--- config.mk ---
export PLATFORM = sky130hd
export DESIGN_NAME = miriscv_imem_adapter
export DESIGN_NICKNAME = d
export VERILOG_FILES = /design/src/rtl/miriscv_imem_adapter.sv
export SDC_FILE = /design/constraint.sdc
export NUM_CORES = 1
export LEC_CHECK = 0
export CAP_MARGIN = 20
export CELL_PAD_IN_SITES_DETAIL_PLACEMENT = 1
export CELL_PAD_IN_SITES_GLOBAL_PLACEMENT = 2
export CORE_ASPECT_RATIO = 0.7
export CORE_MARGIN = 1
export CORE_UTILIZATION = 25
export DETAILED_ROUTE_END_ITERATION = 10
export PLACE_DENSITY_LB_ADDON = 0.1
export SLEW_MARGIN = 30
export SYNTH_ARGS = -nofsm -noshare
export SYNTH_HDL_FRONTEND = slang
export SYNTH_SLANG_ARGS = --single-unit
--- constraint.sdc ---
create_clock -name clk_i -period 4.64 [get_ports clk_i]
set_clock_uncertainty 0.05 [all_clocks]
set_input_delay 1.16 -clock clk_i [delete_from_list [all_inputs] [get_ports clk_i]]
set_output_delay 1.16 -clock clk_i [all_outputs]
set_load 0.05 [all_outputs]
--- src/rtl/miriscv_imem_adapter.sv ---
// Instruction-memory adapter: turns fetch requests into a bus with grant/in-order
// rvalid, holds unaccepted requests, and drops in-flight responses across a flush.
// Optional alignment check enabled by defining MIRISCV_IMEM_ALIGN_CHECK_EN.
package miriscv_pkg;
  parameter int XLEN = 32;
endpackage

module miriscv_imem_adapter #(
  parameter int XLEN            = miriscv_pkg::XLEN,
  parameter int MAX_OUTSTANDING = 2
) (
  input  logic            clk_i,
  input  logic            arst_i,
  input  logic            instr_req_i,
  input  logic [XLEN-1:0] instr_addr_i,
  input  logic            flush_i,
  output logic            instr_rvalid_o,
  output logic [XLEN-1:0] instr_rdata_o,
`ifdef MIRISCV_IMEM_ALIGN_CHECK_EN
  output logic            instr_misalign_o,
`endif
  output logic            stall_o,
  output logic            mem_req_o,
  output logic [XLEN-1:0] mem_addr_o,
  input  logic            mem_gnt_i,
  input  logic            mem_rvalid_i,
  input  logic [XLEN-1:0] mem_rdata_i
);

  localparam logic [XLEN-1:0] NOP     = XLEN'(32'h0000_0013);
  localparam logic [1:0]      MAX_CNT = 2'(MAX_OUTSTANDING);

  typedef enum logic {IDLE, HOLD} state_t;

  state_t          state_q, state_d;
  logic [1:0]      cnt_q, cnt_d;
  logic [1:0]      drop_q, drop_d;
  logic [XLEN-1:0] hold_addr_q;
  logic            grant, rsp, fwd;
  logic            misalign_hit;

`ifdef MIRISCV_IMEM_ALIGN_CHECK_EN
  logic misaligned;
  assign misaligned = |instr_addr_i[1:0];
`endif

  always_ff @(posedge clk_i or posedge arst_i) begin
    if (arst_i) state_q <= IDLE;
    else        state_q <= state_d;
  end

  always_comb begin
    state_d      = state_q;
    mem_req_o    = 1'b0;
    mem_addr_o   = instr_addr_i;
    stall_o      = 1'b0;
    misalign_hit = 1'b0;
    unique case (state_q)
      IDLE: begin
        mem_req_o = instr_req_i & (cnt_q < MAX_CNT) & ~flush_i;
`ifdef MIRISCV_IMEM_ALIGN_CHECK_EN
        // Misaligned fetches are answered locally, only once the bus is drained
        // so the local answer cannot overtake bus responses.
        mem_req_o    = mem_req_o & ~misaligned;
        misalign_hit = instr_req_i & misaligned & ~flush_i & (cnt_q == 2'd0);
`endif
        if (mem_req_o && !mem_gnt_i) state_d = HOLD;
      end
      HOLD: begin
        mem_req_o  = 1'b1;
        mem_addr_o = hold_addr_q;
        if (mem_gnt_i) state_d = IDLE;
      end
      default: state_d = IDLE;
    endcase
    stall_o = (state_q == HOLD) | (instr_req_i & (cnt_q == MAX_CNT)) |
              ((state_q == IDLE) & mem_req_o & ~mem_gnt_i);
`ifdef MIRISCV_IMEM_ALIGN_CHECK_EN
    stall_o = stall_o | ((state_q == IDLE) & instr_req_i & misaligned & (cnt_q != 2'd0));
`endif
    if (arst_i) begin
      mem_req_o = 1'b0;
      stall_o   = 1'b0;
    end
  end

  assign grant = mem_req_o & mem_gnt_i;
  assign rsp   = mem_rvalid_i & (cnt_q != 2'd0);
  assign fwd   = rsp & ~flush_i & (drop_q == 2'd0);

  always_comb begin
    unique case ({grant, rsp})
      2'b10:   cnt_d = cnt_q + 2'd1;
      2'b01:   cnt_d = cnt_q - 2'd1;
      default: cnt_d = cnt_q;
    endcase
  end

  // On flush, everything already on the bus (plus a still-held request) is stale.
  always_comb begin
    drop_d = drop_q;
    if (flush_i)                        drop_d = cnt_d + {1'b0, state_d == HOLD};
    else if (rsp && (drop_q != 2'd0))   drop_d = drop_q - 2'd1;
  end

  always_ff @(posedge clk_i or posedge arst_i) begin
    if (arst_i) begin
      cnt_q       <= 2'd0;
      drop_q      <= 2'd0;
      hold_addr_q <= '0;
    end else begin
      cnt_q  <= cnt_d;
      drop_q <= drop_d;
      if (state_q == IDLE && state_d == HOLD) hold_addr_q <= instr_addr_i;
    end
  end

  always_ff @(posedge clk_i or posedge arst_i) begin
    if (arst_i) begin
      instr_rvalid_o <= 1'b0;
      instr_rdata_o  <= NOP;
    end else begin
      instr_rvalid_o <= fwd | misalign_hit;
      if (fwd)               instr_rdata_o <= mem_rdata_i;
      else if (misalign_hit) instr_rdata_o <= NOP;
    end
  end

`ifdef MIRISCV_IMEM_ALIGN_CHECK_EN
  always_ff @(posedge clk_i or posedge arst_i) begin
    if (arst_i) instr_misalign_o <= 1'b0;
    else        instr_misalign_o <= misalign_hit;
  end
`endif

endmodule

======== Word level (Yosys, flattened, before mapping) ========
Cells that the tools add are included.
storage, ports and cells
  bits in registers ....................... 70
  input bits .............................. 70
  output and inout port bits .............. 67
  logic and storage cells ................. 46
operators by class
  add/sub/neg operators ................... 4
  order comparisons ....................... 1
  equality and inequality tests ........... 3
  muxes and demuxes ....................... 10
  bitwise logic cells ..................... 14
  reduce and logical (&&, ||, !) cells .... 8
operators by type and width
  operator                                            number
  2-to-1 mux 32 bit                                   1
  AND 1 bit                                           9
  nonzero test 2 bit                                  3
  == test 2 bit (second input constant)               2
  2-to-1 mux 1 bit                                    4
  2-to-1 mux 2 bit                                    2
  one-hot mux 1 bit (2 select lines)                  2
  one-hot mux 2 bit (2 select lines)                  1
  subtractor 2 x 1 -> 2 bit (second input constant)   2
  logical AND 1 bit                                   3
  NOT 1 bit                                           3
  adder 2 x 1 -> 2 bit                                1
  adder 2 x 1 -> 2 bit (second input constant)        1
  == test 2 x 1 -> 1 bit (second input constant)      1
  logical NOT 2 bit                                   1
  less-than comparator 2 bit (second input constant)  1
  OR 1 bit                                            2
  logical NOT 1 bit                                   1

======== Logic depth before layout (Yosys ltp) ========
  depth in word-level cells ............... 10
  depth in mapped cells ................... 10
  gate-level depth less buffers ........... 9

======== Worst setup path after synthesis ========
OpenSTA, ideal clock, no wires.
  path type ............................... input -> register
  from .................................... input port flush_i
  to ...................................... register drop_q[1]
  setup time .............................. 0.077 ns
  arrival time ............................ 3.433 ns
  data required time ...................... 4.513 ns
  slack ................................... 1.079 ns
  stages .................................. 10
  path buffers ............................ 1
  cell sequence ........................... clkbuf_1 > nor2_1 > a21oi_1 > nor2_1 > nand2_1 > ha_1 > xnor2_1 > ha_1 > xnor3_1 > a21oi_1
on the way
  cells in the longest elaborated chain, start to end .. 9
  elaborated cells on any way between the ends .. 14
  those cells by class .................... 1 x add/sub; 2 x eq/ne; 6 x mux; 3 x bitwise; 2 x reduce/logical
ends and longest elaborated chain
  item                                                            line  source
  start: declaration                                              16    input logic flush_i,
  NOT 1 bit *                                                     60    mem_req_o = instr_req_i & (cnt_q < MAX_CNT) & ~flush_i;
  AND 1 bit *                                                     60
  one-hot mux 1 bit (2 select lines) *                            58    unique case (state_q)
  2-to-1 mux 1 bit *                                              81    if (arst_i) begin
  net mem_req_o                                                   23    output logic mem_req_o,
  AND 1 bit *                                                     87    assign grant = mem_req_o & mem_gnt_i;
  == test 2 x 1 -> 1 bit / == test 2 bit (equally long branches)  92    unique case ({grant, rsp})
  one-hot mux 2 bit (2 select lines) *                            92
  net cnt_d[0]                                                    36    logic [1:0] cnt_q, cnt_d;
  adder 2 x 1 -> 2 bit *                                          102   if (flush_i) drop_d = cnt_d + {1'b0, state_d == HOLD};
  2-to-1 mux 2 bit *                                              102
  end signal: assignment                                          113   drop_q <= drop_d;
  end: declaration                                                37    logic [1:0] drop_q, drop_d;
The timed path passes the listed nets; every way through them passes the cells marked *.
A chain may end at the register's enable or synchronous reset.

======== Worst setup path in the final report ========
  from .................................... input port flush_i
  to ...................................... output port mem_req_o
on the way
  cells in the longest elaborated chain, start to end .. 4
ends and longest elaborated chain
  item                                line
  NOT 1 bit                           60
  AND 1 bit                           60
  one-hot mux 1 bit (2 select lines)  58
  2-to-1 mux 1 bit                    81
  end: declaration                    23
No other way between the ends.

==> flow_summary.ini <==
[outcome]
outcome = completed

[placed_design]
port_buffers = 136
dp.final_hpwl_microns = 5590
dp.cells = 497
postPlaceCellArea_sq_um = 4680
gp_congestion = 0.718

[sta]
rsz0062_at_grt = false
timing.slew.headroom_pct = 56.0
finalSetupTns_ps = 0
slew_viol_final = 0
max_freq_mhz = 239
hold_violations = 0
worst_slew_pin_slew_ps = 660
setup_violations = 0
period_share_pct = 90.3
layout_min_cycle_time_ps = 4190

[pwr]
p_sw_share_pct = 38.3
power.share.sequential_pct = 29.2
power_density_nw_per_um2 = 729
clkPwrFrac_pct = 24.2
ir_drop_mv = 0.319
power_leakage_nw = 2.07
p_comb_share_pct = 46.5
p_sw_mw = 1.41
intPower_mw = 2.28

[yosys]
ys_seq_elements = 70
synth_nets = 284
synth_edf_count = 0
syn_area_sq_um = 3150
ys_warn_count = 0
yosysUniqueCellTypes = 22
async_flop_share_pct = 100
synth_seq_area_share_pct = 55.8
ys.flop_type = dfrtp_1
syn-mean-instance-area_sq_um = 14.9
synth_cells = 211

[finish]
drive_above_1_share_pct = 34.6
finish.utilization_pct = 42.3
post_layout_nonfiller_instances = 513
fin_area_sq_um = 5060
syn2layout_area_growth_pct = 60.9
diodes = 0
nets = 424

[global_route]
grt-ovfl-total = 0
grt.total_usage_pct = 13.1
antenna_found_initial = 0
grt_pass1_vias = 2420
grt_first_pass_wirelength_microns = 12800
grt_max_degree = 71

[critical_path]
path_cells = clkdlybuf4s50_1, nor2_1, a21oi_1, nor2_1, clkdlybuf4s50_1
crit_path_top_delay_cell = clkdlybuf4s50_1
cp_max_fo = 7
crit_buf_inv = 2
critical_path_arrival_ps = 2980
r2r-start = state_q
end_kind = output pin
critPathMaxStageDelay_ps = 830
cp.required_ps = 3430
r2r_end = drop_q[1]
r2r_slack_ps = 2020
critPathTopFamily = buffers and inverters
critPathLaunchType = input pin
path_class = input pin to output pin
worstRegToRegCells = 9

[cts]
h-tree-depth = 3
cts_resized = 0
numCtsBuffers = 9
clockRootBuffer = clkbuf_16
cts_tree = built
clk_pin_slew_ps = 60
clock-sinks = 70
cts_hold_buf = 0
clk_path_buf_depth = 2
clkLatencyLatePin_ps = 330
post_cts.repair.setup_buffers = 0

[detailed_routing]
detail-route-antenna-nets = 0
num_vias = 2208
routed_wl_microns = 8000
drc_errors = 0
viasPerCell = 4.30
drt_iter0_markers = 32
routedWlPerCell_microns = 15.6
dr.pass1.iters = 4

[floorplan]
start_util_pct = 26.3
io-pin-count = 137
die_w_microns = 136
fp.dieArea_sq_um = 13000
fp-row-count = 33
die_y_microns = 95.9
core_sq_um = 12000

[min_path]
min_path_type = register to register
worst_hold_startpoint = hold_addr_q[20]
hold_depth = 1
holdPathEnd = hold_addr_q[20]

[flow_run]
drv_cap = 0
[per-layer routing]
metal,track usage [%],share of wire (%),up-vias
li1,-,-,1023
met2,20.9,47,64
met3,3.95,6.1,11
met1,16.7,45,1110
met5,0,0,-
met4,5.00,1.4,0
[worst max-delay path by stage]
stage,from,to,depth (start not counted)
3_3_place_gp,flush_i,stall_o,5
4_1_cts,flush_i,mem_req_o,5
2_1_floorplan,flush_i,drop_q[1],10
3_5_place_dp,flush_i,mem_req_o,5
6_report,flush_i,mem_req_o,5
5_1_grt,flush_i,stall_o,5
[placed cells by master (no fill, tap or decap)]
cell	count
nor2b_1	1
buf_12	1
a21oi_1	3
inv_1	4
nand3_2	1
xor2_1	1
nand2_1	2
o21ai_2	1
bufinv_16	5
nor3b_4	1
buf_6	1
o21ai_0	3
inv_2	1
clkbuf_16	9
xnor2_1	3
xnor3_1	1
clkdlybuf4s50_1	136
nor3_1	3
dfrtp_1	67
clkinv_2	2
buf_4	2
ha_1	3
nor2_1	5
o21a_1	1
dfstp_2	3
mux2_2	96
[power by group through the flow]
stage | combinational [mW] | sequential, mW | clock [mW]
finish | 1.72 | 1.08 | 0.894
CTS | 1.74 | 1.08 | 0.924
detailed placement | 1.74 | 1.09 | 0
global route | 1.81 | 1.12 | 0.948
floorplan | 0.701 | 1.55 | 0
global placement | 1.73 | 1.07 | 0
[through the flow]
| stage | power [mW] | setup slack, ps | hold WS [ps] |
|---|---|---|---|
| 6_report | 3.69 | 450 | 450 |
| 5_1_grt | 3.88 | 340 | 466 |
| 4_1_cts | 3.74 | 431 | 453 |
| 3_5_place_dp | 2.83 | 446 | 438 |
| 3_3_place_gp | 2.80 | 480 | 432 |
| 2_1_floorplan | 2.26 | 1080 | 424 |
[area by class of cell]
cell class | instances | area [sq um]
well taps | 157 | 196
fillers | 1238 | 6910
flip-flops and latches | 70 | 1760
clock buffers | 9 | 225
multi-input cells | 125 | 1300
repair buffers | 140 | 1410
inverters | 5 | 18.8
clock inverters | 7 | 160
[sequential cells by signal, indices dropped and copies added (netlist names)]
signal          cells
hold_addr_q        32
instr_rdata_o      32
cnt_q               2
drop_q              2
instr_rvalid_o      1
state_q             1
[kinds of logic after synthesis]
family | count (synthesis) | synth area share, %
fa+ha+maj | 3 | 1.19
flops | 70 | 55.8
compound gates | 8 | 1.47
simple gates | 13 | 2.27
xor+xnor | 5 | 1.83
mux | 96 | 34.4
buf+inv | 16 | 3.10
[cell usage after synthesis (2+ instances only)]
cell type	instances	area share [%]
a21oi_1	3	0.48
buf_2	3	0.48
buf_4	3	0.72
buf_6	3	1.1
clkbuf_1	2	0.24
dfrtp_1	67	53
dfstp_2	3	2.5
ha_1	3	1.2
inv_1	5	0.60
mux2_2	96	34
nand2_1	2	0.24
nor2_1	5	0.60
nor3_1	3	0.48
o21ai_0	3	0.48
xnor2_1	3	0.84
(Power assumes the default switching activity.)
